[src/rtl/pipe_hazard_ctrl.sv]
// pipe_hazard_ctrl -- hazard and stall controller for a 5-stage in-order pipeline.
//
// Resolves three pipeline events in fixed priority:
//   1. Data-memory wait (mem_block): freeze every stage until dm_ready.
//   2. Taken branch/jump in EX: redirect the PC and flush IF/ID and ID/EX.
//   3. Load-use hazard: hold PC and IF/ID for one cycle and inject a bubble.
// A two-state FSM (RUN / MEM_WAIT) tracks an outstanding memory access. If the
// access waits WAIT_LIMIT cycles, it is abandoned and mem_err is raised. mem_err
// stays set until reset. All outputs other than the registered state are
// combinational from the state and the current inputs.
//
// Parameters:
//   WAIT_LIMIT  maximum MEM_WAIT cycles before a timeout (>= 1)
//   CNT_W       width of the performance counters
//
// Ports:
//   clk, reset                     clock; asynchronous active-high reset
//   dec_rs1_ad/dec_rs2_ad          ID source register addresses
//   dec_rs1_read/dec_rs2_read      ID instruction reads rs1 / rs2
//   ex_rd_ad/ex_rdEn/ex_DMread     EX destination, write enable, load flag
//   ex_branch_taken                taken branch/jump resolved in EX
//   mem_access/dm_req/dm_ready     MEM-stage data-memory handshake
//   pc_en .. mem_wb_en             stage register enables
//   if_id_flush/id_ex_flush        stage flushes
//   pc_redirect                    PC takes the branch target
//   rf_we_gate                     register-file write gate
//   mem_err                        sticky memory timeout flag
//   stall_cnt/flush_cnt            performance counters
//
// Configuration macro:
//   HAZ_PERF_CNT_EN  enables saturating stall/flush counters. When the macro is
//                    not defined, both counters read as zero.

module pipe_hazard_ctrl #(
  parameter int unsigned WAIT_LIMIT = 15,
  parameter int unsigned CNT_W      = 16
) (
  input  logic             clk,
  input  logic             reset,
  input  logic [4:0]       dec_rs1_ad,
  input  logic [4:0]       dec_rs2_ad,
  input  logic             dec_rs1_read,
  input  logic             dec_rs2_read,
  input  logic [4:0]       ex_rd_ad,
  input  logic             ex_rdEn,
  input  logic             ex_DMread,
  input  logic             ex_branch_taken,
  input  logic             mem_access,
  output logic             dm_req,
  input  logic             dm_ready,
  output logic             pc_en,
  output logic             if_id_en,
  output logic             id_ex_en,
  output logic             ex_mem_en,
  output logic             mem_wb_en,
  output logic             if_id_flush,
  output logic             id_ex_flush,
  output logic             pc_redirect,
  output logic             rf_we_gate,
  output logic             mem_err,
  output logic [CNT_W-1:0] stall_cnt,
  output logic [CNT_W-1:0] flush_cnt
);

  // The wait counter holds 0 .. WAIT_LIMIT-1. The timeout fires on its last value.
  localparam int unsigned    WC_W    = (WAIT_LIMIT < 2) ? 1 : $clog2(WAIT_LIMIT);
  localparam logic [WC_W-1:0] WC_LAST = WC_W'(WAIT_LIMIT - 1);

  typedef enum logic [0:0] {
    ST_RUN      = 1'b0,
    ST_MEM_WAIT = 1'b1
  } state_t;

  state_t          r_state;
  state_t          w_state_nxt;
  logic [WC_W-1:0] r_wait_cnt;
  logic            r_mem_err;
  logic            r_abandon;
  logic            w_rs1_hit;
  logic            w_rs2_hit;
  logic            w_load_use;
  logic            w_mem_block;
  logic            w_timeout;

  assign w_rs1_hit  = dec_rs1_read & (dec_rs1_ad == ex_rd_ad);
  assign w_rs2_hit  = dec_rs2_read & (dec_rs2_ad == ex_rd_ad);
  assign w_load_use = ex_DMread & ex_rdEn & (ex_rd_ad != 5'd0) & (w_rs1_hit | w_rs2_hit);

  // r_abandon marks the single release cycle after a timeout. During that cycle
  // the stalled access is dropped, so it must not block the pipeline again.
  assign w_mem_block = mem_access & ~dm_ready & ~r_abandon;

  assign mem_err = r_mem_err;

  // Next-state logic, memory request and timeout detection
  always_comb begin
    w_state_nxt = r_state;
    w_timeout   = 1'b0;
    dm_req      = 1'b0;
    if (reset) begin
      w_state_nxt = ST_RUN;
      dm_req      = 1'b0;
    end else begin
      case (r_state)
        ST_RUN: begin
          dm_req = mem_access & ~r_abandon;
          if (w_mem_block) begin
            w_state_nxt = ST_MEM_WAIT;
          end else begin
            w_state_nxt = ST_RUN;
          end
        end
        ST_MEM_WAIT: begin
          dm_req = 1'b1;
          if (w_mem_block) begin
            if (r_wait_cnt == WC_LAST) begin
              w_timeout   = 1'b1;
              w_state_nxt = ST_RUN;
            end else begin
              w_state_nxt = ST_MEM_WAIT;
            end
          end else begin
            // dm_ready: release in this same cycle
            w_state_nxt = ST_RUN;
          end
        end
        default: begin
          w_state_nxt = ST_RUN;
          dm_req      = 1'b0;
        end
      endcase
    end
  end

  // Stage enables, flushes and write gate in priority mem_block > branch > load-use
  always_comb begin
    pc_en       = 1'b1;
    if_id_en    = 1'b1;
    id_ex_en    = 1'b1;
    ex_mem_en   = 1'b1;
    mem_wb_en   = 1'b1;
    if_id_flush = 1'b0;
    id_ex_flush = 1'b0;
    pc_redirect = 1'b0;
    rf_we_gate  = 1'b1;
    if (reset) begin
      rf_we_gate = 1'b0;
    end else if (w_mem_block) begin
      // Branch and load-use wait for the release cycle.
      pc_en      = 1'b0;
      if_id_en   = 1'b0;
      id_ex_en   = 1'b0;
      ex_mem_en  = 1'b0;
      mem_wb_en  = 1'b0;
      rf_we_gate = 1'b0;
    end else if (ex_branch_taken) begin
      pc_redirect = 1'b1;
      if_id_flush = 1'b1;
      id_ex_flush = 1'b1;
    end else if (w_load_use) begin
      // One-cycle bubble. The dependent instruction then gets the load data
      // through forwarding.
      pc_en       = 1'b0;
      if_id_en    = 1'b0;
      id_ex_flush = 1'b1;
    end else begin
      pc_en = 1'b1;
    end
  end

  // State register, wait counter, sticky error and post-timeout release flag
  always_ff @(posedge clk or posedge reset) begin
    if (reset) begin
      r_state    <= ST_RUN;
      r_wait_cnt <= {WC_W{1'b0}};
      r_mem_err  <= 1'b0;
      r_abandon  <= 1'b0;
    end else begin
      r_state   <= w_state_nxt;
      r_mem_err <= r_mem_err | w_timeout;
      r_abandon <= w_timeout;
      // Clearing outside MEM_WAIT makes every entry start from zero.
      if ((r_state == ST_MEM_WAIT) && (w_state_nxt == ST_MEM_WAIT)) begin
        r_wait_cnt <= r_wait_cnt + WC_W'(1);
      end else begin
        r_wait_cnt <= {WC_W{1'b0}};
      end
    end
  end

`ifdef HAZ_PERF_CNT_EN
  logic [CNT_W-1:0] r_stall_cnt;
  logic [CNT_W-1:0] r_flush_cnt;

  assign stall_cnt = r_stall_cnt;
  assign flush_cnt = r_flush_cnt;

  // Saturating counters of stall cycles (pc_en low) and flush cycles
  always_ff @(posedge clk or posedge reset) begin
    if (reset) begin
      r_stall_cnt <= {CNT_W{1'b0}};
      r_flush_cnt <= {CNT_W{1'b0}};
    end else begin
      if (!pc_en && (r_stall_cnt != {CNT_W{1'b1}})) begin
        r_stall_cnt <= r_stall_cnt + CNT_W'(1);
      end else begin
        r_stall_cnt <= r_stall_cnt;
      end
      if (if_id_flush && (r_flush_cnt != {CNT_W{1'b1}})) begin
        r_flush_cnt <= r_flush_cnt + CNT_W'(1);
      end else begin
        r_flush_cnt <= r_flush_cnt;
      end
    end
  end
`else
  assign stall_cnt = {CNT_W{1'b0}};
  assign flush_cnt = {CNT_W{1'b0}};
`endif

endmodule

[config.mk]
export PLATFORM = sky130hd
export DESIGN_NAME = pipe_hazard_ctrl
export DESIGN_NICKNAME = d
export VERILOG_FILES = /design/src/rtl/pipe_hazard_ctrl.sv
export SDC_FILE = /design/constraint.sdc
export NUM_CORES = 1
export LEC_CHECK = 0
export CORE_AREA = 2 2 42 64
export DETAILED_ROUTE_END_ITERATION = 6
export DIE_AREA = 0 0 44 66
export GPL_TIMING_DRIVEN = 0
export PLACE_DENSITY_LB_ADDON = 0.15
export SLEW_MARGIN = 20
export SYNTH_ARGS = -nofsm -noshare
export SYNTH_HDL_FRONTEND = slang
export SYNTH_SLANG_ARGS = --single-unit
[constraint.sdc]
create_clock -name clk -period 6.2 [get_ports clk]
set_clock_uncertainty 0.05 [all_clocks]
set_input_delay 1.55 -clock clk [delete_from_list [all_inputs] [get_ports clk]]
set_output_delay 1.55 -clock clk [all_outputs]
set_load 0.02 [all_outputs]
### Word-level counts from Yosys, hierarchy flattened

Cells that the tools add are included.
W data, S select, Z words.

* register bits: 7
* memories kept: 0
* bits in writable memories: 0
* logic and storage cells: 49
* bits in latches: 0
* ROM bits: 0
* input bits: 24

* magnitude comparators: 0
* add/sub/neg operators: 1
* eq/ne operators: 3
* mux-type cells: 26
* reductions and logical operators: 2
* divide/modulo/power cells: 0
* bitwise logic cells: 13
* shift operators: 0
* multiply operators: 0

Operators by type and width (number)
* $mux W1: 23
* $eq A5 B5 Y1: 2
* $and A1 B1 Y1: 8
* $reduce_bool A5 Y1: 1
* $add A4 B1 Y4 const B: 1
* $eq A4 B4 Y1 const B: 1
* $mux W4: 1
* $pmux W1 S2: 2
* $not A1 Y1: 3
* $or A1 B1 Y1: 2
* $logic_and A1 B1 Y1: 1

### Depth between registers and ports, before layout

* depth in word-level cells: 8
* gate-level depth with buffers: 5

### Worst setup path before layout

OpenSTA, ideal clock, no wires.

* path type: input to output
* start point: input port ex_rd_ad[3]
* end point: output port pc_en
* stages on the path: 5
* setup slack: 1.837 ns
* arrival: 2.763 ns
* buffers on the path: 1
* data required time: 4.600 ns
* cell sequence: xor2_1 -> nor4_2 -> a32oi_1 -> o41a_1 -> buf_4

* longest elaborated chain between the ends: 8

RTL lines
* from (decl): line 44 `input logic [4:0] ex_rd_ad,`
* $eq A5 B5 Y1, on equally long branches: line 85, 86
* $and A1 B1 Y1, on equally long branches: line 85, 86
* $or A1 B1 Y1: line 87 `assign w_load_use = ex_DMread & ex_rdEn & (ex_rd_ad != 5'd0) & (w_rs1_hit | w_rs2_hit);`
* $and A1 B1 Y1 (*): line 87
* $mux W1 (*) (4 in series)
* to (decl): line 51 `output logic pc_en,`

Mark *: on every way between the ends. The rest lies on a longest branch, timed or not.

### Worst setup path in the final report

* start point: input port ex_rd_ad[1]
* end point: output port pc_en

* longest elaborated chain between the ends: 8

RTL lines
* $eq A5 B5 Y1, on equally long branches: line 85, 86
* $and A1 B1 Y1, on equally long branches: line 85, 86
* $or A1 B1 Y1: line 87
* $and A1 B1 Y1 (*): line 87
* $mux W1 (*): line 160 `end else if (w_load_use) begin`
* $mux W1 (*): line 156 `end else if (ex_branch_taken) begin`
* $mux W1 (*): line 148 `end else if (w_mem_block) begin`
* $mux W1 (*): line 146 `if (reset) begin`

Marks and branches as above.

==> qor.txt <==
initial core utilization - 32.2%
Setup-failing EPs final - 0
vias in the first global route - 637
area of the multi-input gates - 415 um^2
final hold vios - 0
iteration-0 DRC count of the detailed router - 1
leakage power - 0.648 nW
Post-Place Worst Slack - 0.821 ns
reg2reg end - r_wait_cnt[3]$_DFF_PP0_
Clock Sinks - 7
Post-CTS Repair Setup Buffers - 0
yosys warns - 0
Pwr Density - 127 mW/mm^2
cell depth of the worst hold path - 1
Mapped Area - 763 um^2
status - complete, no violations
Tmin final - 5.34 ns
TNS Setup - 0 ns
Detailed Route WL - 1770 um
CP Capture Type - output pin
TritonCTS clock tree - yes
Slew Limit Fails - 0
DPL Wire Length - 1560 um
Area growth syn-to-layout - 67.2%
Setup CP Type - in -> out
clock share of power - 25.4%
vias per inst - 3.85
Finished Core Util - 53.9%
Inserted Clock Buffers - 3
die area - 0.00290 mm^2
HP Class - reg -> reg
number of flops mapped to enable cells by yosys - 0
die extent in x - 44 um
DR pass1 iterations - 2
WP data required - 4.60 ns
Hold Path Sink - mem_err$_DFF_PP0_
initial antenna violation count - 0
Distinct cells, synth - 26
Net Sw Power - 0.0000529 W
Most used DFF post-synth - dfrtp_1
Final #Nets - 184
overall power - 0.000162 W
DRC - 0
fraction of layout cells with a size suffix above 1 - 26.8%
pin count of the biggest net entering global routing - 8
Post-DRT Antenna Nets - 0
Post-synth ARST share - 100%
post-route cell area - 0.00128 mm^2
Synth Register Bits - 7
Worst R2R Path Depth - 3
Mapped Cells - 88
Hold Buf Count CTS - 0
Seq/Total Area, Yosys - 23.0%
die span in y - 66 um
first-pass GRT wire length - 2670 um
Clock Root Buffer - clkbuf_4
Worst EP arrival - 3.74 ns
number of diodes - 0
worst reg2reg path startpoint - r_abandon$_DFF_PP0_
post_cts resized - 0
Final Cycle Share - 86.1%
Int Power - 0.000109 W
fillers - 229
Vias - 697
gp weighted congestion - 0.729
Avg Inst Size Synth - 8.67 um^2
Max VDD drop - 0.0000994 V
Worst Path Max Fanout - 4
DR WL/cell - 9.76 um
area of the core - 0.00237 mm^2
CP startpoint kind - input pin
combinational fraction of design power - 45.9%
FP Rows - 22
flop2flop setup slack - 4.94 ns
grt total ovfl - 0
CTS Buffer Depth - 2
sw frac - 32.8%
HP Start - mem_err$_DFF_PP0_
Worst-path clk slew - 0.05 ns
Clk Latency, worst-skew pair - 0.25 ns
Post-DP Area - 0.00125 mm^2
Reg power frac - 28.7%
global-route usage over all layers - 12.1%
IO Pins - 67
register area - 175 um^2
fmax - 0.187 GHz
setup ws final - 0.859 ns
H-tree depth - 1
RSZ-0062 raised after global routing - false
IO Port Bufs - 34
Max Cap Viol - 0
## power groups by stage
stage	Combinational, W	Clock (W)	Sequential (W)
2_1_floorplan	0.0000481	0	0.0000471
3_5_place_dp	0.0000735	0	0.0000472
6_report	0.0000741	0.0000411	0.0000464
3_3_place_gp	0.0000732	0	0.0000471
4_1_cts	0.0000738	0.0000427	0.0000464
5_1_grt	0.0000794	0.0000451	0.0000464
## layout make-up
type | count | area share [%]
Clock buffer | 4 | 2.06
Sequential cell | 7 | 13.7
Inverter | 5 | 1.47
Timing Repair Buffer | 34 | 26.7
Buffer | 36 | 21.2
Multi-Input combinational cell | 71 | 32.5
Tap cell | 24 | 2.35
## stage by stage
step | std cells | hold WS (ns)
4_1_cts | 181 | 0.427
5_1_grt | 181 | 0.451
6_report | 181 | 0.421
2_1_floorplan | 119 | 0.404
3_3_place_gp | 177 | 0.399
3_5_place_dp | 177 | 0.412
## sequential cells by signal, indices dropped and copies added, names as in the netlist
name / count
mem_err: 1
r_abandon: 1
r_state: 1
r_wait_cnt: 4
## critical path, cell delays in order
cell and delay (ns):
clkdlybuf4s50_1 0.49, xor2_1 0.19, nor4_1 0.31, a32oi_1 0.13, o41a_1 0.40, buf_4 0.14, clkdlybuf4s50_1 0.53
## cell usage after synthesis (all sizes together), types with 2 or more instances
cell type / n / area share (%)
inv: 5 / 2.5
dfrtp: 7 / 23
nand3: 3 / 2.0
xnor2: 3 / 3.4
nor4: 2 / 2.5
nor2: 6 / 3.0
and2: 2 / 1.6
buf: 36 / 35
xor2: 9 / 10
ha: 2 / 3.3
## worst max path at each step
| stage | start | to | slack, ns | depth (start not counted) |
|---|---|---|---|---|
| after detailed placement | ex_rd_ad[1] | pc_en | 0.82 | 7 |
| after global placement | ex_rd_ad[1] | pc_en | 0.82 | 7 |
| after CTS | ex_rd_ad[1] | pc_en | 0.82 | 7 |
| after floorplan | ex_rd_ad[3] | pc_en | 1.84 | 5 |
| final | ex_rd_ad[1] | pc_en | 0.86 | 7 |
| after global routing | ex_rd_ad[1] | pc_en | 0.72 | 7 |
## cells in the final DEF (no fill, tap or decap), types with 2 or more instances in the layout
| cell type | netlist | final |
|---|---|---|
| buf_4 | 36 | 36 |
| clkdlybuf4s50_1 | 0 | 34 |
| conb_1 | 1 | 32 |
| xor2_1 | 9 | 9 |
| dfrtp_1 | 7 | 7 |
| nor2_1 | 6 | 6 |
| inv_1 | 4 | 4 |
| nand3_1 | 3 | 3 |
| xnor2_1 | 3 | 3 |
| clkbuf_4 | 0 | 3 |
| ha_1 | 2 | 2 |
## logic make-up (layout without fill, tap and decap cells)
group | after synthesis | after routing | synth area share [%]
simple gates | 17 | 17 | 13.3
xor+xnor | 12 | 12 | 13.8
fa+ha+maj | 2 | 2 | 3.28
buf+inv | 41 | 79 | 37.9
other cells | 1 | 32 | 0.491
compound gates | 8 | 8 | 8.36
flops | 7 | 7 | 23.0
## metal layers
layer	wire length, um	vias up	GRT usage (%)
li1	-	360	-
met1	669	292	13.5
met2	841	43	20.4
met3	241	2	4.37
met4	14	0	4.55
met5	0	-	0
Note: power is estimated with default switching activity, not from simulation.
